`config.mk`:
```
export PLATFORM = sky130hd
export DESIGN_NAME = ex_mem_lane_stage
export DESIGN_NICKNAME = d
export VERILOG_FILES = /design/src/rtl/ex_mem_lane_stage.sv
export SDC_FILE = /design/constraint.sdc
export NUM_CORES = 2
export LEC_CHECK = 0
export ABC_CLOCK_PERIOD_IN_PS = 3400
export CAP_MARGIN = 10
export CORE_AREA = 3 3 312 314
export CTS_CLUSTER_DIAMETER = 120
export CTS_CLUSTER_SIZE = 8
export DETAILED_ROUTE_END_ITERATION = 7
export DIE_AREA = 0 0 315 317
export GPL_TIMING_DRIVEN = 0
export PLACE_DENSITY_LB_ADDON = 0.2
export SETUP_SLACK_MARGIN = 0.4
export SLEW_MARGIN = 20
export SYNTH_ARGS = -nofsm -noshare
export SYNTH_HDL_FRONTEND = slang
export SYNTH_SLANG_ARGS = --single-unit
```
`constraint.sdc`:
```
create_clock -name clk -period 3.4 [get_ports clk]
set_input_delay 0.51 -clock clk [delete_from_list [all_inputs] [get_ports clk]]
set_output_delay 0.51 -clock clk [all_outputs]
set_load 0.01 [all_outputs]
```
`src/rtl/ex_mem_lane_stage.sv`:
```
// ---------------------------------------------------------------------------
// ex_mem_lane_stage
//
// EX->MEM pipeline register for an N-issue core. A bundle of LANES
// instructions (lane 0 oldest) is captured through a valid/ready handshake
// into a main register that drives MEM. A one-entry skid register behind it
// lets in_ready come straight from a flop, so no combinational hold path runs
// back into EX.
//
// Lanes are killed when the bundle is captured:
//   - any lane younger than a live serialising op, taken branch/jump, or
//     lane 0 carrying an interrupt is killed;
//   - after an accepted bundle whose surviving lanes include a serialising
//     op, the whole next accepted bundle is killed (ser_block).
// A fully killed bundle is still delivered with out_valid=1 and
// out_lane_vld=0, so PC and interrupt bookkeeping downstream still sees it.
// kill_cnt counts killed live lanes and saturates at all-ones.
// flush empties both registers and clears ser_block. kill_cnt and
// out_payload are kept across a flush.
//
// Ports
//   clk           clock
//   rstn          synchronous active-low reset
//   flush         pipeline flush, highest priority
//   in_valid      bundle offered by EX
//   in_ready      stage can accept a bundle (registered)
//   in_lane_vld   per-lane live instruction
//   in_wreg_en    per-lane register-file write enable
//   in_serial     per-lane CSR write / ecall / mret
//   in_taken      per-lane taken branch or jump
//   in_irq        {external, mtime} interrupt, tagged on lane 0
//   in_payload    lane i at [i*PAYLOAD_W +: PAYLOAD_W]
//   out_valid     bundle held in the main register
//   out_ready     MEM accepts the bundle
//   out_lane_vld  surviving lanes
//   out_wreg_en   write enables of surviving lanes
//   out_irq       interrupt flags, zero unless lane 0 survived
//   out_payload   payload of every lane, killed lanes included
//   kill_cnt      saturating count of lanes killed in this stage
//
// Handshake: a bundle moves on a rising clk edge where valid and ready are
// both high. Upstream may not withdraw or change a bundle offered while ready
// is low. in_ready depends only on state, never on in_valid or out_ready in
// the same cycle.
// ---------------------------------------------------------------------------
module ex_mem_lane_stage #(
   parameter int LANES     = 2,
   parameter int PAYLOAD_W = 192,
   parameter int CNT_W     = 16
) (
   input  logic                         clk,
   input  logic                         rstn,
   input  logic                         flush,
   input  logic                         in_valid,
   output logic                         in_ready,
   input  logic [LANES-1:0]             in_lane_vld,
   input  logic [LANES-1:0]             in_wreg_en,
   input  logic [LANES-1:0]             in_serial,
   input  logic [LANES-1:0]             in_taken,
   input  logic [1:0]                   in_irq,
   input  logic [LANES*PAYLOAD_W-1:0]   in_payload,
   output logic                         out_valid,
   input  logic                         out_ready,
   output logic [LANES-1:0]             out_lane_vld,
   output logic [LANES-1:0]             out_wreg_en,
   output logic [1:0]                   out_irq,
   output logic [LANES*PAYLOAD_W-1:0]   out_payload,
   output logic [CNT_W-1:0]             kill_cnt
);

   localparam int PW = LANES * PAYLOAD_W;

   // Main register (drives the outputs)
   logic                main_vld;
   logic [LANES-1:0]    main_lane_vld;
   logic [LANES-1:0]    main_wreg;
   logic [1:0]          main_irq;
   logic [PW-1:0]       main_payload;

   // Skid register (second bundle while MEM stalls)
   logic                skid_vld;
   logic [LANES-1:0]    skid_lane_vld;
   logic [LANES-1:0]    skid_wreg;
   logic [1:0]          skid_irq;
   logic [PW-1:0]       skid_payload;

   logic                ser_block;
   logic                ready_q;
   logic [CNT_W-1:0]    cnt_q;

   // Capture-side kill evaluation
   logic [LANES-1:0]    surv;
   logic [LANES-1:0]    cap_wreg;
   logic [1:0]          cap_irq;
   logic                ser_set;
   logic                older_kill;
   logic [CNT_W-1:0]    kill_num;
   logic [CNT_W:0]      cnt_sum;
   logic [CNT_W-1:0]    cnt_next;

   // Movement control
   logic                accept;
   logic                drain;
   logic                main_free;
   logic                load_main_in;
   logic                load_main_skid;
   logic                load_skid;
   logic                main_vld_next;
   logic                skid_vld_next;

   // -------------------------------------------------------------------------
   // Kill evaluation. older_kill accumulates "some older live lane ends the
   // bundle" while walking from lane 0 upward. The killing lane itself
   // survives; only the lanes after it are dropped.
   // -------------------------------------------------------------------------
   always_comb begin
      older_kill = 1'b0;
      surv       = '0;
      for (int i = 0; i < LANES; i++) begin
         surv[i] = in_lane_vld[i] && !ser_block && !older_kill;
         if (in_lane_vld[i] &&
             (in_serial[i] || in_taken[i] || ((i == 0) && (|in_irq)))) begin
            older_kill = 1'b1;
         end
      end
   end

   always_comb begin
      cap_wreg = in_wreg_en & surv;
      cap_irq  = surv[0] ? in_irq : 2'b00;
      // Under ser_block nothing survives, so this also clears ser_block on
      // the bundle that consumes it.
      ser_set  = |(surv & in_serial);
   end

   // Killed lanes are the live ones that did not survive.
   always_comb begin
      kill_num = '0;
      for (int i = 0; i < LANES; i++) begin
         kill_num = kill_num + CNT_W'(in_lane_vld[i] & ~surv[i]);
      end
      cnt_sum  = {1'b0, cnt_q} + {1'b0, kill_num};
      cnt_next = cnt_sum[CNT_W] ? {CNT_W{1'b1}} : cnt_sum[CNT_W-1:0];
   end

   // -------------------------------------------------------------------------
   // Movement. The skid entry is always older than a new input, so when main
   // frees up the skid entry moves first and a simultaneous input lands in
   // skid. ready_q mirrors !skid_vld, so an accept never meets a full skid.
   // -------------------------------------------------------------------------
   always_comb begin
      accept         = in_valid && ready_q;
      drain          = main_vld && out_ready;
      main_free      = !main_vld || drain;
      load_main_skid = main_free && skid_vld;
      load_main_in   = accept && main_free && !skid_vld;
      load_skid      = accept && !load_main_in;
      main_vld_next  = load_main_skid || load_main_in || (main_vld && !drain);
      skid_vld_next  = load_skid || (skid_vld && !load_main_skid);
   end

   always_ff @(posedge clk) begin
      if (!rstn) begin
         main_vld      <= 1'b0;
         main_lane_vld <= '0;
         main_wreg     <= '0;
         main_irq      <= 2'b00;
         main_payload  <= '0;
         skid_vld      <= 1'b0;
         skid_lane_vld <= '0;
         skid_wreg     <= '0;
         skid_irq      <= 2'b00;
         skid_payload  <= '0;
         ser_block     <= 1'b0;
         ready_q       <= 1'b1;
         cnt_q         <= '0;
      end else if (flush) begin
         // Drop everything in flight, including this cycle's input. The
         // payload bits are left as they were.
         main_vld      <= 1'b0;
         main_lane_vld <= '0;
         main_wreg     <= '0;
         main_irq      <= 2'b00;
         skid_vld      <= 1'b0;
         ser_block     <= 1'b0;
         ready_q       <= 1'b1;
      end else begin
         main_vld <= main_vld_next;
         skid_vld <= skid_vld_next;
         ready_q  <= !skid_vld_next;

         if (accept) begin
            ser_block <= ser_set;
            cnt_q     <= cnt_next;
         end

         if (load_main_skid) begin
            main_lane_vld <= skid_lane_vld;
            main_wreg     <= skid_wreg;
            main_irq      <= skid_irq;
            main_payload  <= skid_payload;
         end else if (load_main_in) begin
            main_lane_vld <= surv;
            main_wreg     <= cap_wreg;
            main_irq      <= cap_irq;
            main_payload  <= in_payload;
         end

         if (load_skid) begin
            skid_lane_vld <= surv;
            skid_wreg     <= cap_wreg;
            skid_irq      <= cap_irq;
            skid_payload  <= in_payload;
         end
      end
   end

   assign in_ready     = ready_q;
   assign out_valid    = main_vld;
   assign out_lane_vld = main_lane_vld;
   assign out_wreg_en  = main_wreg;
   assign out_irq      = main_irq;
   assign out_payload  = main_payload;
   assign kill_cnt     = cnt_q;

endmodule

```
# Word level (Yosys, flattened, before mapping)
# Cells that the tools add are included.
# word_totals
reg_bits	800
inputBits	399
output_inout_bits	408
# classes
n_addsub	2
mux	11
bitwise	8
reduce_logical	33
# op_table
operator	n
$mux 384	2
$and 1x16->16	2
$not 1->16	2
$add 16x16->17	1
$add 16x16->16	1
$mux 16	1
$mux 2	7
$logic_and 1x1->1	12
$logic_not 1->1	8
$logic_or 1x1->1	6
$reduce_and 2->1	3
$reduce_or 2->1	3
$and 2x2->2	2
$not 1->1	2
$reduce_bool 2->1	1
$mux 1	1

# Longest topological paths before layout
# depth
word_depth	11
mapped_depth	13

# Worst setup path before layout
# OpenSTA, ideal clock, no wires.
# synth_path
path_kind	input-to-reg
startpoint	in in_irq[0]
endpoint	reg cnt_q[11] (netlist: kill_cnt[11])
arrival_time_ps	3174
required_time_ps	3326
setup_slack_ps	151
stages	13
n_path_buf	2
path_cell_list	o41ai_1 and3b_1 clkbuf_1 nor2b_1 ha_1 ha_1 inv_1 fa_1 and4bb_2 nand4_1 or3_1 buf_2 a31oi_1
# synth_between
elab_chain_cells	11
# synth_lines
element	line	text
start, declared	60	input logic [1:0] in_irq,
$reduce_or 2->1	-	
$logic_or 1x1->1	122	(in_serial[i] || in_taken[i] || ((i == 0) && (|in_irq)))) begin
$logic_and 1x1->1	121	if (in_lane_vld[i] &&
$mux 1	121	
$logic_not 1->1	120	surv[i] = in_lane_vld[i] && !ser_block && !older_kill;
$logic_and 1x1->1	120	
$not 1->16	140	kill_num = kill_num + CNT_W'(in_lane_vld[i] & ~surv[i]);
$and 1x16->16	140	
$add 16x16->16	140	
$add 16x16->17	142	cnt_sum = {1'b0, cnt_q} + {1'b0, kill_num};
$mux 16	143	cnt_next = cnt_sum[CNT_W] ? {CNT_W{1'b1}} : cnt_sum[CNT_W-1:0];
end signal, assigned	194	cnt_q <= cnt_next;
end, declared	89	logic [CNT_W-1:0] cnt_q;
# Every way passes these cells.
# A chain may end at the register's enable or synchronous reset.

# Worst setup path in the final report
# layout_path
startpoint	reg ser_block
endpoint	reg cnt_q[6] (netlist: kill_cnt[6])
# layout_between
elab_chain_cells	8
word_cells_on_any_way	11
# layout_lines
element	line	text
start, declared	87	logic ser_block;
start signal, assigned	193	ser_block <= ser_set;
$logic_not 1->1 (*)	120	
$logic_and 1x1->1 (2 in series)	120	
$not 1->16	140	
$and 1x16->16	140	
$add 16x16->16 (*)	140	
$add 16x16->17 (*)	142	
$mux 16 (*)	143	
# Mark *: on every way between the ends. The rest lies on a longest branch, timed or not.

==> impl_results.md <==
- Yosys warns: 0
- Slew Viols, Final: 0
- Post-synthesis simple-gate area fraction: 0.247
- # H-tree levels: 3
- Floorplan Core Area: 94900 um2
- Post-Syn Area: approximately 30000 um2
- CP startpoint kind: flip-flop
- # fillers: roughly 9400
- Reg clk slew, reported paths: around 0.05 ns
- Fmax: around 340 MHz
- Final-report hold violation count: 0
- Gr ovfl total: 0
- Initial antenna violation count: 35
- Comb power frac: 0.118
- Die area: 99900 um2
- CP Capture Type: flip-flop
- Via count of the routed design: 31400
- Clock skew: ~0.024 ns
- Seq cells post-synth: 800
- Mean Syn Cell Area: 7.76 um2
- Top cells by area, synth: dfxtp_1 52%, nand2_1 19%, a311oi_1 11%
- Vias in the first global route: 29300
- Ys flop type: dfxtp_1
- R2R Setup Slk: between 0.4 and 0.5 ns
- Layout area overhead: 40.9%
- CP top delay family: simple AND/OR/NAND/NOR gates
- Max stage delay on crit path: 0.49 ns
- Die span in x: between 300 and 400 um
- WP buf/inv: 3
- Peak VDD IR: 0.399 mV
- Cts hold-fix bufs: 0
- Largest family of logic cells by synthesized area: simple AND/OR/NAND/NOR gates
- Hold Crit Start: in_irq[1]
- Max-Cap Viols: 0
- Reg2reg end: kill_cnt[6]$_SDFFE_PN0P_
- Leakage: 15.3 nW
- CTS tree: built
- Routed vias/inst: 5.07
- Overall die height: 317 um
- CP cell instances: and3b_1 > clkbuf_8 > nor2b_1 > ha_1 > ha_2 > inv_2 > fa_2 > and4bb_4 > nand4_1 > or3_4 > buf_8 > a21oi_1
- Power per Cell Area: 514 nW/um2
- Distinct cells, synth: 49
- Post-DP HPWL: 93.4 mm
- Setup ws final: 0.469 ns
- Final WL: 128 mm
- Clock share of power: 0.435
- Fraction of the mapped netlist area in compound gates: 0.181
- Ports: 807
- Clock Tree Buf Depth: 3
- Worst-Skew Late Latency: 0.68 ns
- Post-Syn Nets: 4383
- Worst hold path depth: 3
- Final instance area: 43500 um2
- Synth top area share: 0.519
- Critical path arrival: 3.53 ns
- Top fanout value on the critical path: 5
- RSZ-0062 raised after global routing: yes
- Number of synthesized flops with an enable pin: 0
- Final min period: roughly 2.9 ns
- Antenna Nets Post-Route: 0
- Setup Viol. Count Final: 0
- Avg WL per Cell: 20.6 um
- Max-slew headroom: 0.285
- Post-Synth Adder-Cell Area: 0.00186
- Drt drc: 0
- Worst slack, placed: -0.699 ns
- CTS Buf Count: approximately 110
- Sequential power share: 0.447
- Status: complete, no violations
- Clock Tree Root: clkbuf_16
- Sw Ratio: 0.249
- Cells after synthesis: 3980
- Origin of the critical flop-to-flop path: ser_block$_SDFFE_PP0P_
- Slew @ Worst Pin: 1.06 ns
- Worst Hold End: skid_irq[1]$_SDFFE_PN0P_
- Setup crit start: ser_block$_SDFFE_PP0P_
- Number of port buffers: 805
- Gp weighted congestion: roughly 0.86
- Internal: 16.8 mW
- Worst setup path class: reg2reg
- HP Class: in2reg
- Starting DRT DRC Count: ~2000
- WP data required: 4.00 ns
- Cell accounting for the most synthesized area: dfxtp_1
- Starting Density: 0.326
- Post-layout util: 0.459
- Placed cell area: 40500 um2
- Largest net degree at the start of global routing: 15
- FF-to-FF path depth: 12
- Tcrit/Tclk final: 0.862
- Clock Sinks: 800
- Xor/xnor cell area share of the yosys netlist: 0.00170
- Drt pass-1 iters: 5
- Multiplexer share of the synthesized area: 0.000324
- Register area share after synthesis: 0.519
- Final nets: 5303
- Site Rows: 113
- P_sw: approximately 5.6 mW
- Slowest-stage cell, CP: or3_4
- Global-route wire length before repair: 185 mm
- Worst hold slack: between 0.1 and 0.15 ns
- Share of cells above drive strength 1: 0.0559
- All-Layer GR Usage: 0.242
- Async set or reset register ratio after synthesis: 0
[layout make-up]
cell class | count | area (um2) | area share
flip-flops and latches | 800 | 16000 | 0.368
multi-input cells | 2825 | 13400 | 0.308
repair buffers | 809 | 8080 | 0.186
clock buffers | 112 | 2800 | 0.0644
well taps | 1265 | 1580 | 0.0364
plain buffers | 348 | 1520 | 0.0350
diodes | 25 | 62.6 | 0.00144
clock inverters | 4 | 42.5 | 0.000977
inverters | 7 | 26.3 | 0.000604
[power groups by stage]
stage,clock (mW),combinational (mW),sequential [mW]
global placement,0,2.65,10.2
floorplan,0,0.862,10.3
detailed placement,0,2.65,10.2
finish,9.72,2.65,9.99
CTS,9.92,2.66,9.99
global route,10.3,2.85,10.0
[how the worst max path moves through the flow]
stage	end	slack, ns	depth (start not counted)
final	kill_cnt[6]$_SDFFE_PN0P_	0.47	12
after global routing	kill_cnt[0]$_SDFFE_PN0P_	0.30	12
after CTS	kill_cnt[6]$_SDFFE_PN0P_	0.40	14
after detailed placement	kill_cnt[11]$_SDFFE_PN0P_	-0.70	14
after global placement	kill_cnt[11]$_SDFFE_PN0P_	-0.70	14
after floorplan	kill_cnt[11]$_SDFFE_PN0P_	0.27	13
[Yosys cell counts, types with 6 or more instances]
| master | count |
|---|---|
| a311oi_1 | 388 |
| dfxtp_1 | 800 |
| o21ai_0 | 9 |
| nor2_1 | 393 |
| inv_1 | 6 |
| buf_4 | 10 |
| buf_2 | 118 |
| clkbuf_1 | 204 |
| buf_1 | 15 |
| nand2_1 | 1556 |
| a21oi_1 | 405 |
| nand3_1 | 12 |
[tightest hold or removal path, cell delays in order]
cell      delay, ns
clkbuf_2       0.12
nand3_1        0.07
a21oi_1        0.05
[logic make-up after synthesis]
group,after synthesis
and+or+nand+nor,1996
AOI/OAI and AO/OA,818
DFF,800
buffers and inverters,355
xor gates and xnor gates,6
adders and majority gates,4
muxes,1
[through the flow]
stage          power [mW]  setup TNS [ns]  instances
6_report             22.4               0       6195
3_5_place_dp         12.8          -56.25       6050
2_1_floorplan        11.1               0       3980
4_1_cts              22.6               0       6170
3_3_place_gp         12.8          -54.31       6050
5_1_grt              23.2               0       6191
[cell usage in the layout (no fill, tap or decap), drive strengths merged, types with 5 or more instances in the layout]
master         count
a311oi           388
nand2           1557
dfxtp            800
nand3             12
inv               10
a21oi            405
diode             25
o21ai             10
clkbuf           319
nor2             393
buf              148
a31oi              5
nor3               5
clkdlybuf4s50    800
[repair_timing]
action                     CTS  global route
resized for setup           13            15
setup endpoints to repair   72            15
gates cloned                 1             0
pin swaps                    7             7
setup buffers                3             0
[registers in the layout, summed over array words and instances (netlist names)]
| name | cells |
|---|---|
| skid_lane_vld | 2 |
| skid_payload | 384 |
| ser_block | 1 |
| skid_wreg | 2 |
| skid_irq | 2 |
| out_lane_vld | 2 |
| skid_vld | 1 |
| in_ready | 1 |
| kill_cnt | 16 |
| out_payload | 384 |
| out_irq | 2 |
| out_wreg_en | 2 |
| out_valid | 1 |
[per-layer routing]
layer	wire, um	vias up	global-route usage
met2	62700	993	0.413
met4	4500	18	0.0912
li1	-	15200	-
met5	129	-	0
met1	51800	14900	0.293
met3	8680	222	0.0603
(Power assumes the default switching activity.)
